**config.mk**
```make
export PLATFORM = sky130hd
export DESIGN_NAME = vx_dot8_arb
export DESIGN_NICKNAME = d
export VERILOG_FILES = /design/src/rtl/vx_dot8_arb.sv
export SDC_FILE = /design/constraint.sdc
export NUM_CORES = 1
export LEC_CHECK = 0
export BUFFER_PORTS_ARGS = -buffer_cell sky130_fd_sc_hd__buf_4
export CAP_MARGIN = 40
export CELL_PAD_IN_SITES_DETAIL_PLACEMENT = 1
export CELL_PAD_IN_SITES_GLOBAL_PLACEMENT = 2
export CORE_MARGIN = 2
export CORE_UTILIZATION = 23
export CTS_CLUSTER_DIAMETER = 100
export DETAILED_ROUTE_END_ITERATION = 7
export GPL_TIMING_DRIVEN = 0
export PLACE_DENSITY = 0.86
export SYNTH_ARGS = -nofsm -noshare
export SYNTH_HDL_FRONTEND = slang
export SYNTH_SLANG_ARGS = --single-unit
```
**constraint.sdc**
```tcl
create_clock -name clk -period 3.86 [get_ports clk]
set_clock_uncertainty 0.1 [all_clocks]
set_input_delay 0.386 -clock clk [delete_from_list [all_inputs] [get_ports clk]]
set_output_delay 0.386 -clock clk [all_outputs]
set_load 0.005 [all_outputs]
```
**src/rtl/vx_dot8_arb.sv**
```systemverilog
// Round-robin arbiter sharing one dot8 PE among NUM_REQS requesters.
// The PE answers in issue order; an order FIFO steers each result back to its requester.
module vx_dot8_arb #(
  parameter int unsigned NUM_REQS     = 4,
  parameter int unsigned TAG_WIDTH    = 8,
  parameter int unsigned MAX_INFLIGHT = 4,
  localparam int unsigned IdxW = (NUM_REQS > 1) ? $clog2(NUM_REQS) : 1,
  localparam int unsigned PtrW = (MAX_INFLIGHT > 1) ? $clog2(MAX_INFLIGHT) : 1,
  localparam int unsigned CntW = $clog2(MAX_INFLIGHT) + 1
) (
  input  logic                                clk,
  input  logic                                reset,
  input  logic [NUM_REQS-1:0]                 req_valid,
  output logic [NUM_REQS-1:0]                 req_ready,
  input  logic [NUM_REQS-1:0][31:0]           req_a,
  input  logic [NUM_REQS-1:0][31:0]           req_b,
  input  logic [NUM_REQS-1:0][TAG_WIDTH-1:0]  req_tag,
  output logic                                pe_req_valid,
  input  logic                                pe_req_ready,
  output logic [31:0]                         pe_req_a,
  output logic [31:0]                         pe_req_b,
  input  logic                                pe_rsp_valid,
  output logic                                pe_rsp_ready,
  input  logic [31:0]                         pe_rsp_data,
  output logic [NUM_REQS-1:0]                 rsp_valid,
  input  logic [NUM_REQS-1:0]                 rsp_ready,
  output logic [31:0]                         rsp_data,
  output logic [TAG_WIDTH-1:0]                rsp_tag,
  output logic [CntW-1:0]                     inflight,
  output logic                                err
);

  logic [IdxW-1:0]      ptr_q;
  logic                 iss_valid_q;
  logic [31:0]          iss_a_q;
  logic [31:0]          iss_b_q;
  logic [CntW-1:0]      inflight_q;
  logic [PtrW-1:0]      wr_ptr_q;
  logic [PtrW-1:0]      rd_ptr_q;
  logic                 err_q;
  logic [IdxW-1:0]      ord_idx_q [MAX_INFLIGHT];
  logic [TAG_WIDTH-1:0] ord_tag_q [MAX_INFLIGHT];

  logic            found;
  logic            can_issue;
  logic            gnt_valid;
  logic [IdxW-1:0] gnt_idx;
  logic            fifo_ne;
  logic [IdxW-1:0] head_idx;
  logic            rsp_pop;

  function automatic logic [PtrW-1:0] ptr_inc(input logic [PtrW-1:0] p);
    return (p == PtrW'(MAX_INFLIGHT - 1)) ? '0 : p + PtrW'(1);
  endfunction

  // Slot check uses the registered count only: a same-cycle pop never frees a slot.
  always_comb begin
    int unsigned cand;
    cand      = 0;
    found     = 1'b0;
    gnt_idx   = '0;
    can_issue = reset && (inflight_q < CntW'(MAX_INFLIGHT)) && (!iss_valid_q || pe_req_ready);
    for (int unsigned k = 0; k < NUM_REQS; k++) begin
      cand = (32'(ptr_q) + k) % NUM_REQS;
      if (!found && req_valid[IdxW'(cand)]) begin
        found   = 1'b1;
        gnt_idx = IdxW'(cand);
      end
    end
    gnt_valid = found && can_issue;
    req_ready = '0;
    if (gnt_valid) req_ready[gnt_idx] = 1'b1;
  end

  // Responses with an empty FIFO are accepted and dropped so the PE never wedges.
  always_comb begin
    fifo_ne   = (inflight_q != '0);
    head_idx  = ord_idx_q[rd_ptr_q];
    rsp_valid = '0;
    if (reset && fifo_ne && pe_rsp_valid) rsp_valid[head_idx] = 1'b1;
    pe_rsp_ready = reset && (fifo_ne ? rsp_ready[head_idx] : 1'b1);
    rsp_pop      = pe_rsp_valid && pe_rsp_ready && fifo_ne;
    rsp_data     = pe_rsp_data;
    rsp_tag      = ord_tag_q[rd_ptr_q];
  end

  always_ff @(posedge clk or negedge reset) begin
    if (!reset) begin
      ptr_q       <= '0;
      iss_valid_q <= 1'b0;
      inflight_q  <= '0;
      wr_ptr_q    <= '0;
      rd_ptr_q    <= '0;
      err_q       <= 1'b0;
    end else begin
      if (gnt_valid) begin
        ptr_q       <= (gnt_idx == IdxW'(NUM_REQS - 1)) ? '0 : gnt_idx + IdxW'(1);
        iss_valid_q <= 1'b1;
        wr_ptr_q    <= ptr_inc(wr_ptr_q);
      end else if (pe_req_ready) begin
        iss_valid_q <= 1'b0;
      end
      if (rsp_pop) rd_ptr_q <= ptr_inc(rd_ptr_q);
      if (gnt_valid && !rsp_pop) begin
        inflight_q <= inflight_q + CntW'(1);
      end else if (!gnt_valid && rsp_pop) begin
        inflight_q <= inflight_q - CntW'(1);
      end
      if (pe_rsp_valid && !fifo_ne) err_q <= 1'b1;
    end
  end

  // Datapath storage needs no reset; validity is tracked by the control state above.
  always_ff @(posedge clk) begin
    if (gnt_valid) begin
      iss_a_q             <= req_a[gnt_idx];
      iss_b_q             <= req_b[gnt_idx];
      ord_idx_q[wr_ptr_q] <= gnt_idx;
      ord_tag_q[wr_ptr_q] <= req_tag[gnt_idx];
    end
  end

  assign pe_req_valid = iss_valid_q;
  assign pe_req_a     = iss_a_q;
  assign pe_req_b     = iss_b_q;
  assign inflight     = inflight_q;
  assign err          = err_q;

endmodule
```
==> results of run 1 <==
-- cell usage in the layout (no fill, tap or decap), drive strengths merged, types with 8 or more instances in the layout --
master / n
edfxtp: 104
and2: 8
mux4: 10
mux2i: 219
dfrtp: 11
buf: 475
ha: 10
inv: 11
nor2: 9
clkinv: 8
clkbuf: 21
-- routing by layer --
layer  vias to the layer above  track usage, %
li1                       2651               -
met1                      2670            18.6
met2                       237            28.5
met3                        22            4.24
met4                         0            4.79
met5                         -               0
-- power breakdown --
part,total [W],switching [W],internal (W)
logic,0.00285,0.00139,0.00145
clock network,0.00164,0.000606,0.00103
registers,0.00198,0.000136,0.00184
total,0.00646,0.00214,0.00433
-- final cells by class --
cell class	instances	area, µm²	share of cell area (%)
antenna	1	2.50	0.0228
buffer	59	417	3.79
clock buffer	19	443	4.03
clock inverter	13	160	1.46
inverter	11	41.3	0.376
multi-input combinational	289	2880	26.2
sequential	115	3400	30.9
tap	384	480	4.37
timing repair buffer	419	3160	28.8
-- worst reg2reg max path: cells and delay by family, from the launching register on --
family                     cells  cell delay, ns
adders and majority gates      2            0.60
buffers and inverters          3            0.62
DFF                            1            0.38
muxes                          3            0.95
and+or+nand+nor                1            0.23
-- cell families (layout without fill, tap and decap cells) --
logic type               count (synthesis)  after routing  share of synthesized area, %
multiplexers                           232            232                          36.5
flip-flops                             115            115                          50.4
buffers and inverters                   70            521                          6.74
AND/OR/NAND/NOR                         31             31                          2.60
AO/OA/AOI/OAI                           12             12                          1.17
adder cells (fa/ha/maj)                 11             11                          2.15
XOR/XNOR                                 3              3                         0.390
other                                    0              1                             0
-- path summary, 6_finish.rpt --
check,slack (ns),endpoint,cells after the start
max in group asynchronous,3.22,wr_ptr_q[1],2
worst max register to register,0.86,inflight[1],9
worst min register to register,0.36,err,1
min in group asynchronous,0.27,inflight[2],2
worst max-delay path,0.58,req_ready[2],9
worst min-delay path,0.09,err,2
-- through the flow --
step                setup TNS (ns)  hold WS [ns]  total power, W  worst slack (ns)  cell area, µm²
finish                           0        0.0924         0.00646             0.578           11000
global route                     0        0.0903         0.00686             0.314           11000
CTS                              0        0.0679         0.00660             0.442           11000
detailed placement               0         0.148         0.00493             0.768           10400
global placement            -0.144         0.142         0.00486            -0.135           10300
floorplan                        0      -0.00959         0.00367             0.806            6740
-- registers in the layout, summed over array words and instances, names as in the netlist --
| register | flops |
|---|---|
| pe_req_b | 32 |
| err | 1 |
| inflight | 3 |
| pe_req_a | 32 |
| wr_ptr_q | 2 |
| ord_idx_q | 8 |
| pe_req_valid | 1 |
| rd_ptr_q | 2 |
| ptr_q | 2 |
| ord_tag_q | 32 |
==> results.tsv, run 1 <==
stage	metric	value	unit
outcome	status	complete, no violations	
logic_synthesis	synth_edf_count	104	
die	dieArea	30700	µm²
global_routing	groute.usage.overall	15.9	%
routing	met1_length	9.83	mm
die	die_h	175	µm
logic_synthesis	synth.top_cells.by_area	edfxtp_1 (46%), mux2i_1 (33%), buf_4 (5.3%)	
worst_setup_path	crit_path_frequent_cell	buf_4	
routing	drc_errors	0	
cells_and_area	drive_gt1_share	56.5	%
worst_setup_path	cp_data_required_time	3.37	ns
cts	cts_root_buf	clkbuf_16	
worst_setup_path	critPathKind	reg2out	
logic_synthesis	synthArstFlopShare	9.57	%
routing	totalWireLength	24.8	mm
timing	hold_viol_final	0	
worst_setup_path	crit_path_top_delay_cell	dfrtp_1	
routing	dr.pass1.iters	4	
cts	postCtsHoldBufs	1	
global_routing	grt_pass1_wl	36.4	mm
timing	fmax	305	MHz
cts	postCtsSetupBuffers	0	
logic_synthesis	ys_types	35	
logic_synthesis	syn_nets	817	
die	rows	62	
worst_setup_path	setup.worst_path.start_class	register	
global_routing	antenna_found_initial	1	
cts	clockBufferDepth	2	
worst_setup_path	r2r_start	rd_ptr_q[1]	
logic_synthesis	yosysTopAreaCellShare	46.4	%
cells_and_area	fillCellCount	3182	
power_and_ir_drop	irDropWorstVdd	0.000244	V
worst_setup_path	cp.arrival	2.80	ns
logic_synthesis	yosysWarnings	0	
routing	top_layer_used	met4	
job	drv_cap	0	
timing	rsz0062_at_grt	false	
logic_synthesis	synth_area_leader_cell	edfxtp_1	
routing	wl_met2	13.0	mm
timing	final.period_utilization	85.0	%
cts	clk_latency	0.41	ns
cts	numCtsBuffers	17	
global_routing	grt_pass1_vias	6210	
global_routing	grt_max_degree	42	
cells_and_area	instances_no_fill	1310	
logic_synthesis	synth_seq_area_share	50.4	%
worst_setup_path	cp_cell_sequence	nor2b_1, a211o_1, a21oi_1, buf_2, buf_4, inv_1, ha_1, and2_1, buf_4	
worst_setup_path	slowest_delay	0.43	ns
routing	num_vias	5580	
logic_synthesis	synth_seq_cells	115	
placement	portBuffers	417	
routing	ant_nets	0	
routing	viasPerCell	4.26	
hold_path	hold_path.class	in2reg	
routing	dr.first_iter.drc_count	168	
die	start_util	23.4	%
cts	cts_tree	built	
worst_setup_path	cp-startpoint	ptr_q[0]	
placement	place_inst	1276	
placement	hpwl	19.8	mm
die	io_pins	450	
worst_setup_path	critical-path-top-delay-family	buffers and inverters	
power_and_ir_drop	p_leak	5.17	nW
logic_synthesis	syn_area_per_cell	14.2	µm²
global_routing	globalRouteOverflowTotal	0	
cts	ctsResizeCount	0	
routing	wl_met3	1.64	mm
hold_path	holdCritStartpoint	pe_rsp_valid	
logic_synthesis	synth_flop_cell	edfxtp_1	
die	die_w	175	µm
worst_setup_path	worst-path-buf-inv	4	
cells_and_area	final_core_util	38.2	%
timing	fin_crit	3.28	ns
cts	h-tree-depth	4	
worst_setup_path	setup.worst_path.end_class	primary output	
timing	setup_violations	0	
logic_synthesis	synth_cells	474	
logic_synthesis	synth_area	6740	µm²
logic_synthesis	yosysMostFrequentCell	mux2i_1	
timing	tightestPinTransition	0.622	ns
logic_synthesis	ys_top_cells_by_count	mux2i_1 (219), edfxtp_1 (104), buf_4 (48), dfrtp_1 (11), inv_1 (11)	
cts	clkTransAtPathRegs	0.05	ns
die	core	28800	µm²
cells_and_area	area_delta_synth_final	63.1	%
cells_and_area	nets	1255	
routing	wl_per_cell	19.0	µm
timing	slew_viol_final	0	
worst_setup_path	crit_fanout	15	
timing	relSlewSlack	58.5	%
cts	cts_sinks	115	
placement	gp_congestion	0.762	
power_and_ir_drop	pwr_density_cell	588	nW/µm²
(Power assumes the default switching activity.)
==> run 2: changes to the inputs <==
--- a/config.mk
+++ b/config.mk
@@ -5,12 +5,13 @@
 export SDC_FILE = /design/constraint.sdc
 export NUM_CORES = 1
 export LEC_CHECK = 0
+export ABC_AREA = 1
 export BUFFER_PORTS_ARGS = -buffer_cell sky130_fd_sc_hd__buf_4
 export CAP_MARGIN = 40
 export CELL_PAD_IN_SITES_DETAIL_PLACEMENT = 1
 export CELL_PAD_IN_SITES_GLOBAL_PLACEMENT = 2
 export CORE_MARGIN = 2
-export CORE_UTILIZATION = 23
+export CORE_UTILIZATION = 21
 export CTS_CLUSTER_DIAMETER = 100
 export DETAILED_ROUTE_END_ITERATION = 7
 export GPL_TIMING_DRIVEN = 0
==> results.tsv, run 2 <==
stage	metric	value	unit	change
timing	hold_viol_final	0		unchanged
logic_synthesis	synth_seq_cells	115		unchanged
routing	num_vias	9081		was 5580
timing	fin_crit	3.52	ns	was 3.28 ns
die	die_w	202	µm	was 175 µm
routing	ant_nets	0		unchanged
logic_synthesis	yosysTopAreaCellShare	37.8	%	was 46.4%
logic_synthesis	synthArstFlopShare	9.57	%	unchanged
timing	rsz0062_at_grt	false		unchanged
logic_synthesis	synth_seq_area_share	41.2	%	was 50.4%
timing	setup_violations	0		unchanged
worst_setup_path	cp_data_required_time	3.37	ns	about the same
timing	relSlewSlack	48.3	%	was 58.5%
worst_setup_path	critPathKind	reg2out		unchanged
worst_setup_path	cp_cell_sequence	buf_4, nand2_1, nand2_2, nand2_1, nand2_1, a21oi_1, nand2_2, nand2_2, buf_6, buf_6, inv_1, ha_1, inv_1, nor2_1, buf_4		was nor2b_1, a211o_1, a21oi_1, buf_2, buf_4, inv_1, ha_1, and2_1, buf_4
power_and_ir_drop	p_comb_share	65.7	%	was 44.1%
cts	clk_latency	0.43	ns	was 0.41 ns
cells_and_area	nets	1915		was 1255
routing	met1_length	16.3	mm	was 9.83 mm
cts	h-tree-depth	4		unchanged
cells_and_area	drive_gt1_share	34.4	%	was 56.5%
logic_synthesis	yosysWarnings	0		unchanged
worst_setup_path	rrSetupSlack	0.67	ns	was 0.86 ns
power_and_ir_drop	irDropWorstVdd	0.000401	V	was 0.000244 V
cts	numCtsBuffers	17		unchanged
logic_synthesis	ys_types	32		was 35
logic_synthesis	synth_area	8250	µm²	was 6740 µm²
cts	cts_sinks	115		unchanged
outcome	status	complete, no violations		unchanged
routing	viasPerCell	4.31		was 4.26
global_routing	globalRouteOverflowTotal	0		unchanged
logic_synthesis	syn_area_per_cell	7.31	µm²	was 14.2 µm²
power_and_ir_drop	p_int	0.00613	W	was 0.00433 W
worst_setup_path	setup.worst_path.start_class	register		unchanged
routing	totalWireLength	39.3	mm	was 24.8 mm
timing	slew_viol_final	0		unchanged
die	rows	72		was 62
worst_setup_path	setup.worst_path.end_class	primary output		unchanged
worst_setup_path	crit_fanout	11		was 15
die	dieArea	40900	µm²	was 30700 µm²
logic_synthesis	syn_nets	1472		was 817
worst_setup_path	cp-startpoint	ptr_q[0]		unchanged
power_and_ir_drop	p_leak	6.69	nW	was 5.17 nW
logic_synthesis	synth_area_leader_cell	edfxtp_1		unchanged
routing	top_layer_used	met4		unchanged
logic_synthesis	synth.top_cells.by_area	edfxtp_1 (38%), nand3_1 (14%), nand2_1 (12%)		was edfxtp_1 (46%), mux2i_1 (33%), buf_4 (5.3%)
die	start_util	21.3	%	was 23.4%
cells_and_area	fillCellCount	4872		was 3182
worst_setup_path	slowest_delay	0.39	ns	was 0.43 ns
timing	fmax	284	MHz	was 305 MHz
global_routing	groute.usage.overall	18.8	%	was 15.9%
logic_synthesis	yosysMostFrequentCell	nand2_1		was mux2i_1
global_routing	grt_pass1_wl	57.4	mm	was 36.4 mm
cts	clockBufferDepth	2		unchanged
placement	gp_congestion	0.878		was 0.762
cells_and_area	instances_no_fill	2106		was 1310
worst_setup_path	reg2reg_to	inflight[2]		was inflight[1]
job	drv_cap	0		unchanged
die	io_pins	450		unchanged
placement	place_inst	2070		was 1276
global_routing	antenna_found_initial	2		was 1
cts	cts_tree	built		unchanged
timing	tightestPinTransition	0.775	ns	was 0.622 ns
logic_synthesis	synth_flop_cell	edfxtp_1		unchanged
timing	finalSetupTns	0	ns	unchanged
cells_and_area	area_delta_synth_final	53.7	%	was 63.1%
worst_setup_path	r2r_cells	15		was 9
routing	drc_errors	0		unchanged
logic_synthesis	synth_cells	1129		was 474
placement	portBuffers	417		unchanged
timing	hold_ws	0.0419	ns	was 0.0924 ns
worst_setup_path	r2r_start	rd_ptr_q[1]		unchanged
routing	dr.first_iter.drc_count	509		was 168
logic_synthesis	synth_edf_count	104		unchanged
die	die_h	202	µm	was 175 µm
timing	final.period_utilization	91.3	%	was 85.0%
logic_synthesis	ys_top_cells_by_count	nand2_1 (268), inv_1 (244), nand3_1 (225), edfxtp_1 (104), nand3b_1 (73)		was mux2i_1 (219), edfxtp_1 (104), buf_4 (48), dfrtp_1 (11), inv_1 (11)
cts	cts_root_buf	clkbuf_16		unchanged
cells_and_area	layout_commonest_cell	buf_4		unchanged
cells_and_area	final_cell_mix	buf_4 (455), nand2_1 (268), inv_1 (243)		was buf_4 (465), mux2i_1 (219), edfxtp_1 (104)
worst_setup_path	crit_path_top_delay_cell	dfrtp_1		unchanged
routing	wl_met3	2.15	mm	was 1.64 mm
power_and_ir_drop	total_power	0.0124	W	was 0.00646 W
power_and_ir_drop	pwr_density_cell	975	nW/µm²	was 588 nW/µm²
worst_setup_path	cp.arrival	3.04	ns	was 2.80 ns
hold_path	hold_path.class	in2reg		unchanged
routing	wl_met2	20.0	mm	was 13.0 mm
power_and_ir_drop	p_switching	0.00624	W	was 0.00214 W
cts	clkTransAtPathRegs	0.06	ns	was 0.05 ns
power_and_ir_drop	power_frac_seq	21.3	%	was 30.6%
global_routing	grt_pass1_vias	9479		was 6210
routing	dr.pass1.iters	4		unchanged
placement	hpwl	30.7	mm	was 19.8 mm
routing	wl_per_cell	18.7	µm	was 19.0 µm
cells_and_area	final_core_util	32.8	%	was 38.2%
global_routing	grt_max_degree	38		was 42
cts	postCtsSetupBuffers	0		unchanged
worst_setup_path	crit_end	req_ready[3]		was req_ready[2]
power_and_ir_drop	p_sw_share	50.5	%	was 33.1%
power_and_ir_drop	clkPwrFrac	13.0	%	was 25.3%
die	core	38700	µm²	was 28800 µm²
==> run 2: cell count changes in the layout (fill, tap and decap cells not counted), moves of 22 or more <==
cell,previous run,this run
buf_2,9,33
inv_1,11,243
mux2i_1,219,0
nand2_1,3,268
nand3_1,1,225
nand3b_1,0,73
nor2_1,9,32
o21ai_0,2,24
==> run 2: what timing repair did <==
item                                   CTS  global route
endpoints found under the hold margin   11             0
resized for setup                        0             0
setup endpoints to repair                0             0
hold buffers                             1             0
==> run 2: cells by family (layout without fill, tap and decap cells) <==
group           count (synthesis)  in the layout  synth area share (%)
mux                             1              1                 0.136
fa+ha+maj                      11             11                  1.76
buf+inv                       348            804                  19.0
other cells                     0              3                     0
simple gates                  611            611                  35.0
xor+xnor                        2              2                 0.212
compound gates                 41             41                  2.74
flops                         115            115                  41.2
==> run 2: per-layer routing <==
metal | global-route usage, % | vias to the layer above
li1 | - | 4422
met1 | 23.2 | 4343
met2 | 32.8 | 275
met3 | 3.82 | 41
met4 | 6.00 | 0
met5 | 0 | -
==> run 2: power by group through the flow <==
stage | logic, W | clock network, W | registers (W)
2_1_floorplan | 0.00462 | 0 | 0.00268
3_3_place_gp | 0.00807 | 0 | 0.00267
3_5_place_dp | 0.00831 | 0 | 0.00266
4_1_cts | 0.00833 | 0.00164 | 0.00264
5_1_grt | 0.00910 | 0.00168 | 0.00269
6_report | 0.00813 | 0.00160 | 0.00264
==> run 2: worst max-delay path: cells and delay by family (launching register included) <==
| family | cells | cell delay (ns) |
|---|---|---|
| AO/OA/AOI/OAI | 1 | 0.15 |
| adder cells (fa/ha/maj) | 1 | 0.22 |
| buffers and inverters | 6 | 0.98 |
| flip-flops | 1 | 0.39 |
| AND/OR/NAND/NOR | 7 | 0.84 |
==> run 2: layout make-up <==
type                            count  area [µm²]  share of cell area, %
Sequential cell                   115        3400                   26.8
Clock buffer                       17         425                   3.35
Antenna cell                        3        7.51                 0.0592
Timing Repair Buffer              424        3210                   25.3
Tap cell                          518         648                   5.11
Multi-Input combinational cell    666        3290                   25.9
Buffer                            101         638                   5.03
Inverter                          247         930                   7.33
Clock inverter                     15         146                   1.15
==> run 2: how the worst min path moves through the flow <==
stage                  from            to  slack [ns]  cells past startpoint
2_1_floorplan         reset           err       -0.01                      0
3_3_place_gp          reset   rd_ptr_q[0]        0.15                      1
3_5_place_dp          reset   rd_ptr_q[1]        0.15                      1
4_1_cts        pe_req_ready  pe_req_valid        0.02                      2
5_1_grt        pe_req_ready  pe_req_valid        0.04                      2
6_report       pe_req_ready  pe_req_valid        0.04                      2
==> run 2: stage by stage <==
step	setup WS [ns]	cell area, µm²
2_1_floorplan	0.0949	8250
3_3_place_gp	-1.31	12000
3_5_place_dp	0.647	12100
4_1_cts	0.211	12700
5_1_grt	0.0350	12700
6_report	0.335	12700
==> run 3: changes to the inputs <==
--- a/config.mk
+++ b/config.mk
@@ -15,7 +15,7 @@
 export CTS_CLUSTER_DIAMETER = 100
 export DETAILED_ROUTE_END_ITERATION = 7
 export GPL_TIMING_DRIVEN = 0
-export PLACE_DENSITY = 0.86
+export PLACE_DENSITY = 0.79
 export SYNTH_ARGS = -nofsm -noshare
 export SYNTH_HDL_FRONTEND = slang
 export SYNTH_SLANG_ARGS = --single-unit
==> constraint.sdc (replaced) <==
create_clock -name clk -period 3.86 [get_ports clk]
set_clock_uncertainty 0.1 [all_clocks]
set_input_delay 0.386 -clock clk [delete_from_list [all_inputs] [get_ports clk]]
set_output_delay 0.386 -clock clk [all_outputs]
set_load 0.05 [all_outputs]
==> results.tsv, run 3 (synthesis gave the netlist of run 2 again) <==
stage	metric	value	unit	change
cells_and_area	drive_gt1_share	34.4	%	unchanged
die	rows	72		unchanged
die	dieArea	40900	µm²	unchanged
timing	fin_crit	3.53	ns	was 3.52 ns
cts	h-tree-depth	4		unchanged
worst_setup_path	cp.arrival	3.05	ns	was 3.04 ns
power_and_ir_drop	p_comb_share	69.5	%	was 65.7%
worst_setup_path	crit_fanout	11		unchanged
global_routing	groute.usage.overall	19.0	%	was 18.8%
power_and_ir_drop	clkPwrFrac	11.5	%	was 13.0%
die	die_h	202	µm	unchanged
worst_setup_path	cp_data_required_time	3.37	ns	about the same
routing	viasPerCell	4.30		was 4.31
routing	wl_per_cell	18.8	µm	was 18.7 µm
die	core	38700	µm²	unchanged
outcome	status	complete, no violations		unchanged
placement	portBuffers	417		unchanged
global_routing	grt_pass1_vias	9402		was 9479
routing	totalWireLength	39.6	mm	was 39.3 mm
power_and_ir_drop	p_int	0.00618	W	was 0.00613 W
placement	gp_congestion	0.831		was 0.878
power_and_ir_drop	p_leak	6.71	nW	was 6.69 nW
routing	num_vias	9048		was 9081
timing	hold_viol_final	0		unchanged
timing	tightestPinTransition	0.810	ns	was 0.775 ns
timing	final.period_utilization	91.5	%	was 91.3%
routing	dr.pass1.iters	4		unchanged
timing	hold_ws	0.0444	ns	was 0.0419 ns
power_and_ir_drop	pwr_density_cell	1090	nW/µm²	was 975 nW/µm²
job	drv_cap	0		unchanged
routing	dr.first_iter.drc_count	400		was 509
cts	cts_root_buf	clkbuf_16		unchanged
cells_and_area	area_delta_synth_final	53.8	%	was 53.7%
cells_and_area	layout_commonest_cell	buf_4		unchanged
cts	clockBufferDepth	2		unchanged
worst_setup_path	setup.worst_path.start_class	register		unchanged
cts	clk_latency	0.44	ns	was 0.43 ns
power_and_ir_drop	p_sw_share	55.5	%	was 50.5%
timing	setup_violations	0		unchanged
cts	numCtsBuffers	17		unchanged
routing	ant_nets	0		unchanged
cts	cts_sinks	115		unchanged
global_routing	grt_pass1_wl	58.1	mm	was 57.4 mm
timing	fmax	283	MHz	was 284 MHz
cells_and_area	nets	1915		unchanged
cts	clkTransAtPathRegs	0.07	ns	was 0.06 ns
die	start_util	21.3	%	unchanged
power_and_ir_drop	p_switching	0.00772	W	was 0.00624 W
timing	slew_viol_final	0		unchanged
global_routing	antenna_found_initial	2		unchanged
power_and_ir_drop	power_frac_seq	19.0	%	was 21.3%
placement	hpwl	31.0	mm	was 30.7 mm
timing	rsz0062_at_grt	false		unchanged
worst_setup_path	critPathKind	reg2out		unchanged
cts	cts_tree	built		unchanged
hold_path	hold_path.class	in2reg		unchanged
die	die_w	202	µm	unchanged
cells_and_area	final_cell_mix	buf_4 (455), nand2_1 (268), inv_1 (243)		unchanged
worst_setup_path	setup.worst_path.end_class	primary output		unchanged
power_and_ir_drop	irDropWorstVdd	0.000414	V	was 0.000401 V
timing	relSlewSlack	46.0	%	was 48.3%
global_routing	grt_max_degree	55		was 38
power_and_ir_drop	total_power	0.0139	W	was 0.0124 W
routing	drc_errors	0		unchanged
die	io_pins	450		unchanged
global_routing	globalRouteOverflowTotal	0		unchanged
-- run 3: changes by cell type in the layout (fill, tap and decap cells not counted), sizes merged --
| cell | before | now |
|---|---|---|
| inv | 255 | 254 |
| clkbuf | 39 | 40 |
| diode | 3 | 1 |
| clkinvlp | 2 | 0 |
| clkinv | 4 | 6 |
-- run 3: path summary, 6_finish.rpt --
check                                   from           end  slack [ns]  depth (start not counted)
worst max-delay path                ptr_q[0]  req_ready[3]        0.33                         15
worst min-delay path            pe_req_ready  pe_req_valid        0.04                          2
worst max register to register   rd_ptr_q[1]   inflight[2]        0.66                         15
worst min register to register           err           err        0.36                          1
max in group asynchronous              reset      ptr_q[0]        3.24                          2
min in group asynchronous              reset  pe_req_valid        0.24                          2
-- run 3: power by group through the flow --
stage	Combinational, W	Sequential [W]	Clock [W]
global placement	0.00963	0.00268	0
floorplan	0.00498	0.00392	0
global route	0.0107	0.00268	0.00168
finish	0.00966	0.00264	0.00160
CTS	0.00990	0.00264	0.00164
detailed placement	0.00989	0.00265	0
-- run 3: timing repair --
item	in CTS	in global routing
endpoints found under the setup margin	0	2
resized for setup	0	1
hold endpoints to repair	11	0
buffers inserted	0	0
hold buffers	1	0
-- run 3: routing by layer --
layer	vias up	part of all wire [%]	track usage, %
met1	4328	41	23.1
met3	43	5.5	4.08
li1	4420	-	-
met2	255	51	33.5
met5	-	0.033	0
met4	2	2.2	6.10
-- run 3: critical path, cell delays in order (launching register included) --
cell	delay (ns)
dfrtp_1	0.39
buf_4	0.18
nand2_1	0.09
nand2_2	0.09
nand2_1	0.09
nand2_1	0.07
a21oi_1	0.23
nand2_4	0.19
nand2_2	0.15
buf_6	0.20
buf_6	0.21
inv_1	0.14
ha_1	0.22
inv_1	0.08
nor2_1	0.05
buf_4	0.21
-- run 3: cell type report --
cell class / count / area, µm²
diodes: 1 / 2.50
clock inverters: 14 / 143
repair buffers: 424 / 3210
flip-flops and latches: 115 / 3400
inverters: 247 / 930
fillers: 4830 / 26000
well taps: 518 / 648
clock buffers: 18 / 429
plain buffers: 101 / 638
multi-input cells: 666 / 3290
-- run 3: metrics by stage --
| stage | utilization (%) | TNS [ns] | setup slack, ns | area (µm²) | std cells |
|---|---|---|---|---|---|
| global placement | 31.1 | -39.21 | -1.47 | 12000 | 2064 |
| floorplan | - | 0 | 0.0948 | 8250 | 1129 |
| CTS | 32.8 | 0 | 0.183 | 12700 | 2103 |
| detailed placement | 31.3 | 0 | 0.628 | 12100 | 2070 |
| global route | 32.8 | 0 | 0.0613 | 12700 | 2103 |
| finish | 32.8 | 0 | 0.328 | 12700 | 2104 |
